File: src/rtl/rate_sched_pkg.sv
// rate_sched_pkg: FSM states, rate-select codes and the sel->period map
// shared by rate_scheduler and its bench.
package rate_sched_pkg;

  typedef enum logic [1:0] {
    IDLE,
    COUNT,
    DONE
  } state_t;

  localparam logic [1:0] SEL_FAST = 2'b00;
  localparam logic [1:0] SEL_1    = 2'b01;
  localparam logic [1:0] SEL_2    = 2'b10;
  localparam logic [1:0] SEL_3    = 2'b11;

  function automatic longint unsigned sel_period(
    input logic [1:0]        sel,
    input longint unsigned   p1,
    input longint unsigned   p2,
    input longint unsigned   p3
  );
    longint unsigned p;
    p = 64'd1;
    unique case (sel)
      SEL_FAST: p = 64'd1;
      SEL_1:    p = p1;
      SEL_2:    p = p2;
      SEL_3:    p = p3;
      default:  p = 64'd1;
    endcase
    return p;
  endfunction

endpackage

File: src/rtl/rate_scheduler_if.sv
// rate_scheduler_if: requester-side bundle of the shared rate counter.
// master = requesters, slave = scheduler.
interface rate_scheduler_if #(
  parameter int N_REQ = 4,
  parameter int CNT_W = 28
);

  logic [N_REQ-1:0]   req;
  logic [2*N_REQ-1:0] sel_flat;
  logic [N_REQ-1:0]   grant;
  logic [N_REQ-1:0]   done;
  logic               busy;
  logic [CNT_W-1:0]   count_out;

  modport master (
    output req,
    output sel_flat,
    input  grant,
    input  done,
    input  busy,
    input  count_out
  );

  modport slave (
    input  req,
    input  sel_flat,
    output grant,
    output done,
    output busy,
    output count_out
  );

endinterface

File: src/rtl/rate_down_counter.sv
// rate_down_counter: loadable down-counter that parks at zero.
// Shared datapath time-sliced by rate_scheduler.
module rate_down_counter
  import rate_sched_pkg::*;
#(
  parameter int CNT_W = 28
) (
  input  logic             clk,
  input  logic             reset,
  input  logic             load,
  input  logic [CNT_W-1:0] load_val,
  input  logic             en,
  output logic [CNT_W-1:0] count,
  output logic             zero
);

  assign zero = (count == '0);

  always_ff @(posedge clk or posedge reset) begin
    if (reset) begin
      count <= '0;
    end else if (load) begin
      count <= load_val;
    end else if (en && !zero) begin
      count <= count - CNT_W'(1);
    end
  end

endmodule

File: src/rtl/rate_scheduler.sv
// rate_scheduler: round-robin sharing of one rate down-counter.
// Define RATE_SCHED_ABORT_EN to abort a wait when its req drops.
module rate_scheduler
  import rate_sched_pkg::*;
#(
  parameter int          N_REQ   = 4,
  parameter int          CNT_W   = 28,
  parameter int unsigned PERIOD1 = 32'd50000000,
  parameter int unsigned PERIOD2 = 32'd100000000,
  parameter int unsigned PERIOD3 = 32'd200000000
) (
  input  logic           clk,
  input  logic           reset,
  rate_scheduler_if.slave bus
);

  localparam int PW = (N_REQ > 1) ? $clog2(N_REQ) : 1;
  localparam logic [63:0] CMAX = (64'd1 << CNT_W) - 64'd1;
  localparam logic [PW-1:0] LAST = PW'(N_REQ - 1);

  if (N_REQ < 2 || N_REQ > 8) begin : g_bad_nreq
    $error("rate_scheduler: N_REQ must be 2..8");
  end

  if (PERIOD1 < 1 || 64'(PERIOD1) > CMAX ||
      PERIOD2 < 1 || 64'(PERIOD2) > CMAX ||
      PERIOD3 < 1 || 64'(PERIOD3) > CMAX) begin : g_bad_period
    $error("rate_scheduler: period does not fit CNT_W");
  end

  state_t             state, state_n;
  logic [N_REQ-1:0]   grant_q, grant_n;
  logic [N_REQ-1:0]   done_q, done_n;
  logic [PW-1:0]      rr_q, rr_n;
  logic [PW-1:0]      own_q, own_n;
  logic [PW-1:0]      own_nxt;

  logic               found;
  logic [PW-1:0]      win;
  logic [PW-1:0]      cand;
  logic [1:0]         sel_a [N_REQ];

  logic               load;
  logic [CNT_W-1:0]   load_val;
  logic               en;
  logic [CNT_W-1:0]   cnt;
  logic               zero;

  for (genvar i = 0; i < N_REQ; i++) begin : g_sel
    assign sel_a[i] = bus.sel_flat[2*i +: 2];
  end

  // first requester at or after rr_q, wrapping
  always_comb begin
    found = 1'b0;
    win   = '0;
    cand  = '0;
    for (int k = 0; k < N_REQ; k++) begin
      cand = PW'((int'(rr_q) + k) % N_REQ);
      if (!found && bus.req[cand]) begin
        found = 1'b1;
        win   = cand;
      end
    end
  end

  assign own_nxt = (own_q == LAST) ? '0 : own_q + PW'(1);

  always_comb begin
    state_n  = state;
    grant_n  = grant_q;
    done_n   = '0;
    rr_n     = rr_q;
    own_n    = own_q;
    load     = 1'b0;
    load_val = '0;
    en       = 1'b0;
    unique case (state)
      IDLE: begin
        if (found) begin
          grant_n  = N_REQ'(1) << win;
          own_n    = win;
          load     = 1'b1;
          load_val = CNT_W'(sel_period(sel_a[win], 64'(PERIOD1),
                       64'(PERIOD2), 64'(PERIOD3)) - 64'd1);
          state_n  = COUNT;
        end
      end
      COUNT: begin
`ifdef RATE_SCHED_ABORT_EN
        if (!bus.req[own_q]) begin
          grant_n  = '0;
          load     = 1'b1;
          load_val = '0;
          rr_n     = own_nxt;
          state_n  = IDLE;
        end else
`endif
        if (zero) begin
          done_n  = grant_q;
          state_n = DONE;
        end else begin
          en = 1'b1;
        end
      end
      DONE: begin
        grant_n = '0;
        rr_n    = own_nxt;
        state_n = IDLE;
      end
      default: state_n = IDLE;
    endcase
  end

  always_ff @(posedge clk or posedge reset) begin
    if (reset) begin
      state   <= IDLE;
      grant_q <= '0;
      done_q  <= '0;
      rr_q    <= '0;
      own_q   <= '0;
    end else begin
      state   <= state_n;
      grant_q <= grant_n;
      done_q  <= done_n;
      rr_q    <= rr_n;
      own_q   <= own_n;
    end
  end

  rate_down_counter #(
    .CNT_W (CNT_W)
  ) u_cnt (
    .clk      (clk),
    .reset    (reset),
    .load     (load),
    .load_val (load_val),
    .en       (en),
    .count    (cnt),
    .zero     (zero)
  );

  assign bus.grant     = grant_q;
  assign bus.done      = done_q;
  assign bus.busy      = (state != IDLE);
  assign bus.count_out = cnt;

endmodule
File: src/flat_wrapper.sv
// flat-port wrapper written by rule: the top's interface ports become plain ports
module rate_scheduler_flat import rate_sched_pkg::*;
#(
  parameter int          N_REQ   = 4,
  parameter int          CNT_W   = 28,
  parameter int unsigned PERIOD1 = 32'd50000000,
  parameter int unsigned PERIOD2 = 32'd100000000,
  parameter int unsigned PERIOD3 = 32'd200000000
)
  (clk, reset, bus_req, bus_sel_flat, bus_grant, bus_done, bus_busy, bus_count_out);
  rate_scheduler_if #(.N_REQ(N_REQ), .CNT_W(CNT_W)) bus_i ();
  input  logic clk;
  input  logic reset;
  input wire logic [$bits(bus_i.req)-1:0] bus_req;
  input wire logic [$bits(bus_i.sel_flat)-1:0] bus_sel_flat;
  output wire logic [$bits(bus_i.grant)-1:0] bus_grant;
  output wire logic [$bits(bus_i.done)-1:0] bus_done;
  output wire logic [$bits(bus_i.busy)-1:0] bus_busy;
  output wire logic [$bits(bus_i.count_out)-1:0] bus_count_out;
  assign bus_i.req = bus_req;
  assign bus_i.sel_flat = bus_sel_flat;
  assign bus_grant = bus_i.grant;
  assign bus_done = bus_i.done;
  assign bus_busy = bus_i.busy;
  assign bus_count_out = bus_i.count_out;
  rate_scheduler #(.N_REQ(N_REQ), .CNT_W(CNT_W), .PERIOD1(PERIOD1), .PERIOD2(PERIOD2), .PERIOD3(PERIOD3)) u_core (.clk(clk), .reset(reset), .bus(bus_i));
endmodule
File: config.mk
export PLATFORM = sky130hd
export DESIGN_NAME = rate_scheduler_flat
export DESIGN_NICKNAME = d
export VERILOG_FILES = /design/src/rtl/rate_sched_pkg.sv /design/src/rtl/rate_scheduler_if.sv /design/src/rtl/rate_down_counter.sv /design/src/rtl/rate_scheduler.sv /design/src/flat_wrapper.sv
export SDC_FILE = /design/constraint.sdc
export NUM_CORES = 1
export LEC_CHECK = 0
export CORE_UTILIZATION = 45
export CTS_BUF_LIST = sky130_fd_sc_hd__clkbuf_4 sky130_fd_sc_hd__clkbuf_8 sky130_fd_sc_hd__clkbuf_16
export CTS_CLUSTER_SIZE = 20
export DETAILED_ROUTE_END_ITERATION = 8
export GPL_ROUTABILITY_DRIVEN = 0
export PLACE_DENSITY = 0.71
export SYNTH_ARGS = -nofsm -noshare
export SYNTH_HDL_FRONTEND = slang
export SYNTH_SLANG_ARGS = --single-unit
File: constraint.sdc
create_clock -name clk -period 2.9 [get_ports clk]
set_input_delay 0.435 -clock clk [delete_from_list [all_inputs] [get_ports clk]]
set_output_delay 0.435 -clock clk [all_outputs]
set_load 0.02 [all_outputs]
==> results.py, run 1 <==
metrics = {
    "critical_path": {
        "path_delay_family": "multiplexers",
        "reg_to_reg_end": "u_core.u_cnt.count[16]",
        "library_cell_appearing_most_often_on_the_critical_path": "sky130_fd_sc_hd__mux2_2",
        "timing.critical_path.from": "bus_req[3]",
        "data_arrival_time_of_the_critical_path_ns": 2.83,
        "worstPathRequired_ns": 3.07,
        "depth_of_the_worst_register_to_register_path": 8,
        "worst_path_max_delay_cell": "sky130_fd_sc_hd__clkdlybuf4s50_1",
        "critical_path.max_fanout": 5,
        "crit_path_end_kind": "flop",
        "cp_cell_sequence": "clkdlybuf4s50_1, mux2i_1, nand2_1, and3_1, mux2_2, mux2_2, ha_1, or3_1, a21boi_0",
        "regToRegSetupSlack_ns": 0.40,
        "crit_type": "in2reg",
        "slowest_delay_ns": 0.53,
        "critical_path.startpoint_type": "input pin",
        "worstPathBufferInverterCount": 1,
        "timing.rr.start": "u_core.rr_q[1]",
    },
    "pwr": {
        "max-vdd-ir-drop_mv": 0.370,
        "total_power_per_unit_cell_area_nw_per_um2": 589,
        "finalPower_w": 0.00198,
        "p_leak_nw": 1.32,
    },
    "synth": {
        "synth-warning-count": 0,
        "ys_seq_elements": 42,
        "async_flop_share_pct": 100,
        "synth.area.top_cells": "sky130_fd_sc_hd__dfrtp_1, sky130_fd_sc_hd__ha_1, sky130_fd_sc_hd__mux2i_1",
        "synth_top_cell_area_share_pct": 40.5,
        "synth_net_count": 294,
        "synth-seq-area-share_pct": 40.5,
        "syn-cell-area_um2": 2600,
        "synth_enable_flop_cells": 0,
        "netlist-cell-type-count": 56,
        "netlist_instances": 271,
        "synth_commonest_cells": "sky130_fd_sc_hd__dfrtp_1, sky130_fd_sc_hd__nor2_1, sky130_fd_sc_hd__nand2_1",
        "synth.largest_area_cell": "sky130_fd_sc_hd__dfrtp_1",
        "synth_area_per_cell_um2": 9.58,
        "synthFlopType": "sky130_fd_sc_hd__dfrtp_1",
        "yosysMostFrequentCell": "sky130_fd_sc_hd__dfrtp_1",
    },
    "global_route": {
        "antenna_found_initial": 0,
        "first_global_vias": 2298,
        "largest_net_degree_at_the_start_of_global_routing": 43,
        "global_route_wire_length_before_repair_mm": 10.9,
        "global_route.overflow_total": 0,
        "groute.usage.overall_pct": 22.7,
    },
    "cts": {
        "cts_num_sinks": 42,
        "clock_buffer_count_from_cts": 5,
        "clock_tree_from_tritoncts": "yes",
        "clk_pin_slew_worst_paths_ns": 0.08,
        "clock-root-buffer": "sky130_fd_sc_hd__clkbuf_8",
        "cts_post_setup_buffers_inserted": 0,
        "clk_latency_ns": 0.30,
        "cts_max_level": 2,
        "cts_hold_buffers": 0,
        "cts.path.max_buffers": 2,
    },
    "die": {
        "placement_rows": 27,
        "die_width_um": 78.0,
        "floorplan.die.height_um": 78.0,
        "core_region_area_um2": 5540,
        "initial_core_util_pct": 46.9,
        "pin_count": 51,
        "die_area_um2": 6080,
    },
    "sta": {
        "worst_clock_skew_ns": 0.00458,
        "setup-tns-final_ns": 0,
        "maxSlewHeadroom_pct": 55.5,
        "tightest_slew_ns": 0.667,
        "setup_repair_after_global_routing_missed_its_margin": "no",
        "finalHoldViolations": 0,
        "clock_period_minus_worst_slack_ns": 2.66,
        "fin_hold_ws_ns": 0.497,
        "maxClockFrequency_mhz": 377,
        "final_critical_path_share_of_the_clock_period_pct": 91.6,
        "finalSetupViolCount": 0,
        "timing.final.max_slew_violations": 0,
    },
    "min_path": {
        "worst_hold_path_type": "reg2reg",
        "worstHoldEndpoint": "u_core.own_q[1]",
        "start_point_of_the_worst_min_delay_path": "u_core.own_q[1]",
        "timing.hold.worst_path_depth": 1,
    },
    "route": {
        "post_drt_via_cell_ratio": 6.00,
        "detail_route.first_pass.iterations": 5,
        "route.detailed.drc": 0,
        "via_count": 2435,
        "number_of_routed_nets_with_antenna_violations": 0,
        "postRouteWirelength_mm": 6.49,
        "routedWlPerCell_um": 16.0,
        "dr.first_iter.drc_count": 238,
    },
    "final_layout": {
        "finalNetCount": 356,
        "fillers": 491,
        "ant_diodes": 0,
        "syn_to_final_growth_pct": 29.3,
        "post_route_cells_drive_above_1_share_pct": 12.9,
    },
    "place": {
        "dpl.hpwl_mm": 4.77,
        "port_buffers": 50,
    },
    "job": {
        "timing.max_cap.violations": 0,
    },
    "outcome": {
        "status": "completed",
    },
}
[how the worst max path moves through the flow]
stage,end,slack [ns],cells after the start
after CTS,u_core.u_cnt.count[25],0.11,6
after detailed placement,u_core.u_cnt.count[17],-0.19,7
after floorplan,u_core.u_cnt.count[2],0.31,12
after global routing,u_core.u_cnt.count[2],0.1,12
final,u_core.u_cnt.count[16],0.24,9
after global placement,u_core.u_cnt.count[17],-0.03,7
[state kept, by name, summed over array words and instances, names as in the netlist]
register            flops
u_core.u_cnt.count     28
u_core.bus.done         4
u_core.bus.grant        4
u_core.own_q            2
u_core.rr_q             2
u_core.state            2
[placed cells by master (no fill, tap or decap), types with 10 or more instances in the layout]
| master | synthesis | final |
|---|---|---|
| sky130_fd_sc_hd__a21oi_1 | 12 | 12 |
| sky130_fd_sc_hd__nor3_1 | 15 | 15 |
| sky130_fd_sc_hd__nand2_1 | 17 | 17 |
| sky130_fd_sc_hd__buf_4 | 0 | 17 |
| sky130_fd_sc_hd__nor2_1 | 21 | 20 |
| sky130_fd_sc_hd__nand3_1 | 10 | 10 |
| sky130_fd_sc_hd__dfrtp_1 | 42 | 42 |
| sky130_fd_sc_hd__xnor2_1 | 10 | 10 |
| sky130_fd_sc_hd__clkdlybuf4s50_1 | 0 | 50 |
[where the power goes]
group / internal (W) / switching [W]
clock: 0.000202 / 0.000202
combinational: 0.000363 / 0.000360
sequential: 0.000687 / 0.000163
[metal layers]
| layer | global-route usage [%] | part of all wire, % | vias to the layer above |
|---|---|---|---|
| met5 | 0 | 0 | - |
| met4 | 7.04 | 1.3 | 0 |
| met3 | 4.12 | 6.2 | 9 |
| met2 | 37.2 | 48 | 100 |
| met1 | 30.4 | 45 | 1181 |
| li1 | - | - | 1145 |
[metrics by stage]
stage                     cell area (um^2)  cells  utilization [%]  setup slack (ns)
final                                 3360    406             60.6             0.244
after detailed placement              3260    398             58.9            -0.187
after global placement                3260    398             58.9           -0.0332
after floorplan                       2600    271                -             0.313
after global routing                  3360    406             60.6            0.0984
after CTS                             3360    406             60.6             0.113
[timing repair]
action	CTS	global route
setup endpoints to repair	0	3
endpoints found under the hold margin	0	0
gates resized for setup	0	1
[kinds of logic after synthesis]
| family | count (synthesis) | synth area share [%] |
|---|---|---|
| AND/OR/NAND/NOR | 114 | 24.6 |
| AO/OA/AOI/OAI | 61 | 17.6 |
| flip-flops | 42 | 40.5 |
| buffers and inverters | 18 | 2.99 |
| multiplexers | 14 | 5.64 |
| XOR/XNOR | 13 | 4.38 |
| adder cells (fa/ha/maj) | 9 | 4.34 |
[cell type report]
| class | count | area, um^2 | share of cell area, % |
|---|---|---|---|
| multi-input combinational | 211 | 1470 | 43.8 |
| sequential | 42 | 1050 | 31.3 |
| timing repair buffer | 67 | 628 | 18.7 |
| clock buffer | 7 | 90.1 | 2.68 |
| tap | 72 | 90.1 | 2.68 |
| inverter | 6 | 22.5 | 0.671 |
| clock inverter | 1 | 5.00 | 0.149 |
[worst register-to-register path: cells and delay by family, from the launching register on]
family	cells	cell delay, ns
AOI/OAI and AO/OA	2	0.47
adders and majority gates	1	0.22
DFF	1	0.44
muxes	2	0.53
and+or+nand+nor	3	0.72
No activity file was read; power rests on OpenSTA's default activity.
==> inputs of run 2 (changes only) <==
==> constraint.sdc (replaced) <==
create_clock -name clk -period 2.9 [get_ports clk]
set_input_delay 0.435 -clock clk [delete_from_list [all_inputs] [get_ports clk]]
set_output_delay 0.435 -clock clk [all_outputs]
set_load 0.01 [all_outputs]
==> results of run 2 <==
Same layout as run 1 (identical final DEF). Status: completed.
Main changes from that run: total power 0.00198 W -> 0.00190 W; worst IR drop on VDD 0.370 mV -> 0.344 mV
==> inputs of run 3 (changes only) <==
clock period = 3.01 ns   (was 2.9 ns; I/O delays follow)
==> run 3 against run 2 <==
  * Clock power is 13% lower
  * Count of clock-buffer cells in the layout is 2 lower
  * Setup slack better by 0.017 ns
  * Sequential power is 3.9% lower
  * Sequential cell count stayed put
==> results.py, run 3 (synthesized netlist as in run 1, its figures left out) <==
metrics = {
    "final_layout": {
        "ant_diodes": 0,
        "number_of_flip_flops_in_the_largest_register": 28,
        "syn_to_final_growth_pct": 28.0,
        "final_common_cell": "sky130_fd_sc_hd__clkdlybuf4s50_1",
        "regMostFlops": "u_core.u_cnt.count",
        "finish.instance_area_um2": 3320,
        "mostFrequentLayoutCells": "sky130_fd_sc_hd__clkdlybuf4s50_1, sky130_fd_sc_hd__dfrtp_1, sky130_fd_sc_hd__nor2_1",
        "post_route_cells_drive_above_1_share_pct": 11.8,
        "finalCoreUtilization_pct": 60.0,
        "finalNetCount": 354,
    },
    "sta": {
        "final_critical_path_share_of_the_clock_period_pct": 91.3,
        "setup_repair_after_global_routing_missed_its_margin": "no",
        "worst_clock_skew_ns": 0.00591,
        "finalSetupViolCount": 0,
        "finalHoldViolations": 0,
        "maxClockFrequency_mhz": 364,
        "maxSlewHeadroom_pct": 55.1,
        "timing.final.ws_setup_ns": 0.261,
        "timing.final.max_slew_violations": 0,
        "tightest_slew_ns": 0.667,
        "clock_period_minus_worst_slack_ns": 2.75,
    },
    "route": {
        "route.met3.wl_um": 327,
        "wl_met2_mm": 2.98,
        "via_count": 2380,
        "highest-signal-layer": "met4",
        "post_drt_via_cell_ratio": 5.91,
        "dr.first_iter.drc_count": 157,
        "postRouteWirelength_mm": 6.35,
        "routedWlPerCell_um": 15.8,
        "met1Wirelength_mm": 2.95,
        "number_of_routed_nets_with_antenna_violations": 0,
        "route.detailed.drc": 0,
        "detail_route.first_pass.iterations": 5,
    },
    "critical_path": {
        "path_delay_family": "buffers and inverters",
        "worstPathBufferInverterCount": 3,
        "crit_path_end_kind": "flop",
        "timing.rr.start": "u_core.rr_q[1]",
        "critical_path.startpoint_type": "input pin",
        "library_cell_appearing_most_often_on_the_critical_path": "sky130_fd_sc_hd__nor2_1",
        "depth_of_the_worst_register_to_register_path": 9,
        "critical_path.max_fanout": 11,
        "regToRegSetupSlack_ns": 0.46,
        "critical_path_cell_count": 12,
        "worstPathRequired_ns": 3.25,
        "data_arrival_time_of_the_critical_path_ns": 2.99,
        "timing.critical_path.from": "bus_req[3]",
        "reg_to_reg_end": "u_core.u_cnt.count[24]",
        "timing.critical_path.to": "u_core.u_cnt.count[3]",
        "cp_cell_sequence": "clkdlybuf4s50_1, nand2b_1, a211oi_1, nor2_1, mux2i_1, mux2_2, ha_1, inv_1, nor2_1, buf_4, a21oi_1, o311a_1",
        "worst_path_max_delay_cell": "sky130_fd_sc_hd__clkdlybuf4s50_1",
        "crit_type": "in2reg",
        "slowest_delay_ns": 0.47,
    },
    "cts": {
        "clock_tree_from_tritoncts": "yes",
        "clk_latency_ns": 0.30,
        "clock-root-buffer": "sky130_fd_sc_hd__clkbuf_8",
        "cts_hold_buffers": 0,
        "cts_max_level": 2,
        "clk_pin_slew_worst_paths_ns": 0.08,
        "cts_resized": 0,
        "cts_num_sinks": 42,
        "cts_post_setup_buffers_inserted": 0,
        "clock_buffer_count_from_cts": 5,
        "cts.path.max_buffers": 2,
    },
    "pwr": {
        "p_leak_nw": 1.30,
        "total_power_per_unit_cell_area_nw_per_um2": 536,
        "max-vdd-ir-drop_mv": 0.293,
        "finalPower_w": 0.00178,
    },
    "global_route": {
        "first_global_vias": 2251,
        "groute.usage.overall_pct": 22.5,
        "global_route.overflow_total": 0,
        "global_route_wire_length_before_repair_mm": 10.7,
        "largest_net_degree_at_the_start_of_global_routing": 43,
        "antenna_found_initial": 0,
    },
    "place": {
        "dpl_worst_slack_ns": -0.0251,
        "dpl.hpwl_mm": 4.76,
        "place_area_um2": 3250,
        "port_buffers": 50,
    },
    "die": {
        "floorplan.die.height_um": 78.0,
        "core_region_area_um2": 5540,
        "pin_count": 51,
        "die_width_um": 78.0,
        "initial_core_util_pct": 46.9,
        "die_area_um2": 6080,
        "placement_rows": 27,
    },
    "job": {
        "timing.max_cap.violations": 0,
    },
    "min_path": {
        "worst_hold_path_type": "reg2reg",
    },
    "outcome": {
        "status": "completed",
    },
}
## run 3: cell count changes in the layout (fill, tap and decap cells not counted), sizes merged
cell and change:
clkinv +1, clkbuf -2, buf -2
## run 3: how the worst min path moves through the flow
stage               startpoint               to  slack (ns)  depth (start not counted)
6_report       u_core.own_q[1]  u_core.own_q[1]        0.51                          1
3_5_place_dp   u_core.own_q[1]  u_core.own_q[1]        0.48                          1
4_1_cts        u_core.own_q[1]  u_core.own_q[1]        0.50                          1
2_1_floorplan  u_core.own_q[1]  u_core.own_q[1]        0.45                          1
5_1_grt        u_core.own_q[1]  u_core.own_q[1]        0.53                          1
3_3_place_gp   u_core.own_q[1]  u_core.own_q[1]        0.48                          1
## run 3: power breakdown
part	internal, W	leakage [nW]	switching, W	total, W
Clock	0.000156	0.0438	0.000195	0.000350
Sequential	0.000661	0.504	0.000155	0.000817
Combinational	0.000344	0.754	0.000269	0.000613
## run 3: area by class of cell
cell class / instances / area, um^2
clock inverters: 2 / 10.0
repair buffers: 65 / 613
multi-input cells: 211 / 1470
flip-flops and latches: 42 / 1050
well taps: 72 / 90.1
clock buffers: 5 / 68.8
inverters: 6 / 22.5
fillers: 505 / 2220
## run 3: stage by stage
stage	hold WS [ns]	setup TNS, ns	instances
after floorplan	0.454	0	271
after global placement	0.476	0	396
after detailed placement	0.476	-0.0750	396
after CTS	0.498	0	403
after global routing	0.534	0	403
final	0.508	0	403
## run 3: metal layers
metal / track usage (%) / up-vias
li1: - / 1142
met1: 30.5 / 1143
met2: 36.5 / 84
met3: 4.47 / 11
met4: 6.11 / 0
met5: 0 / -
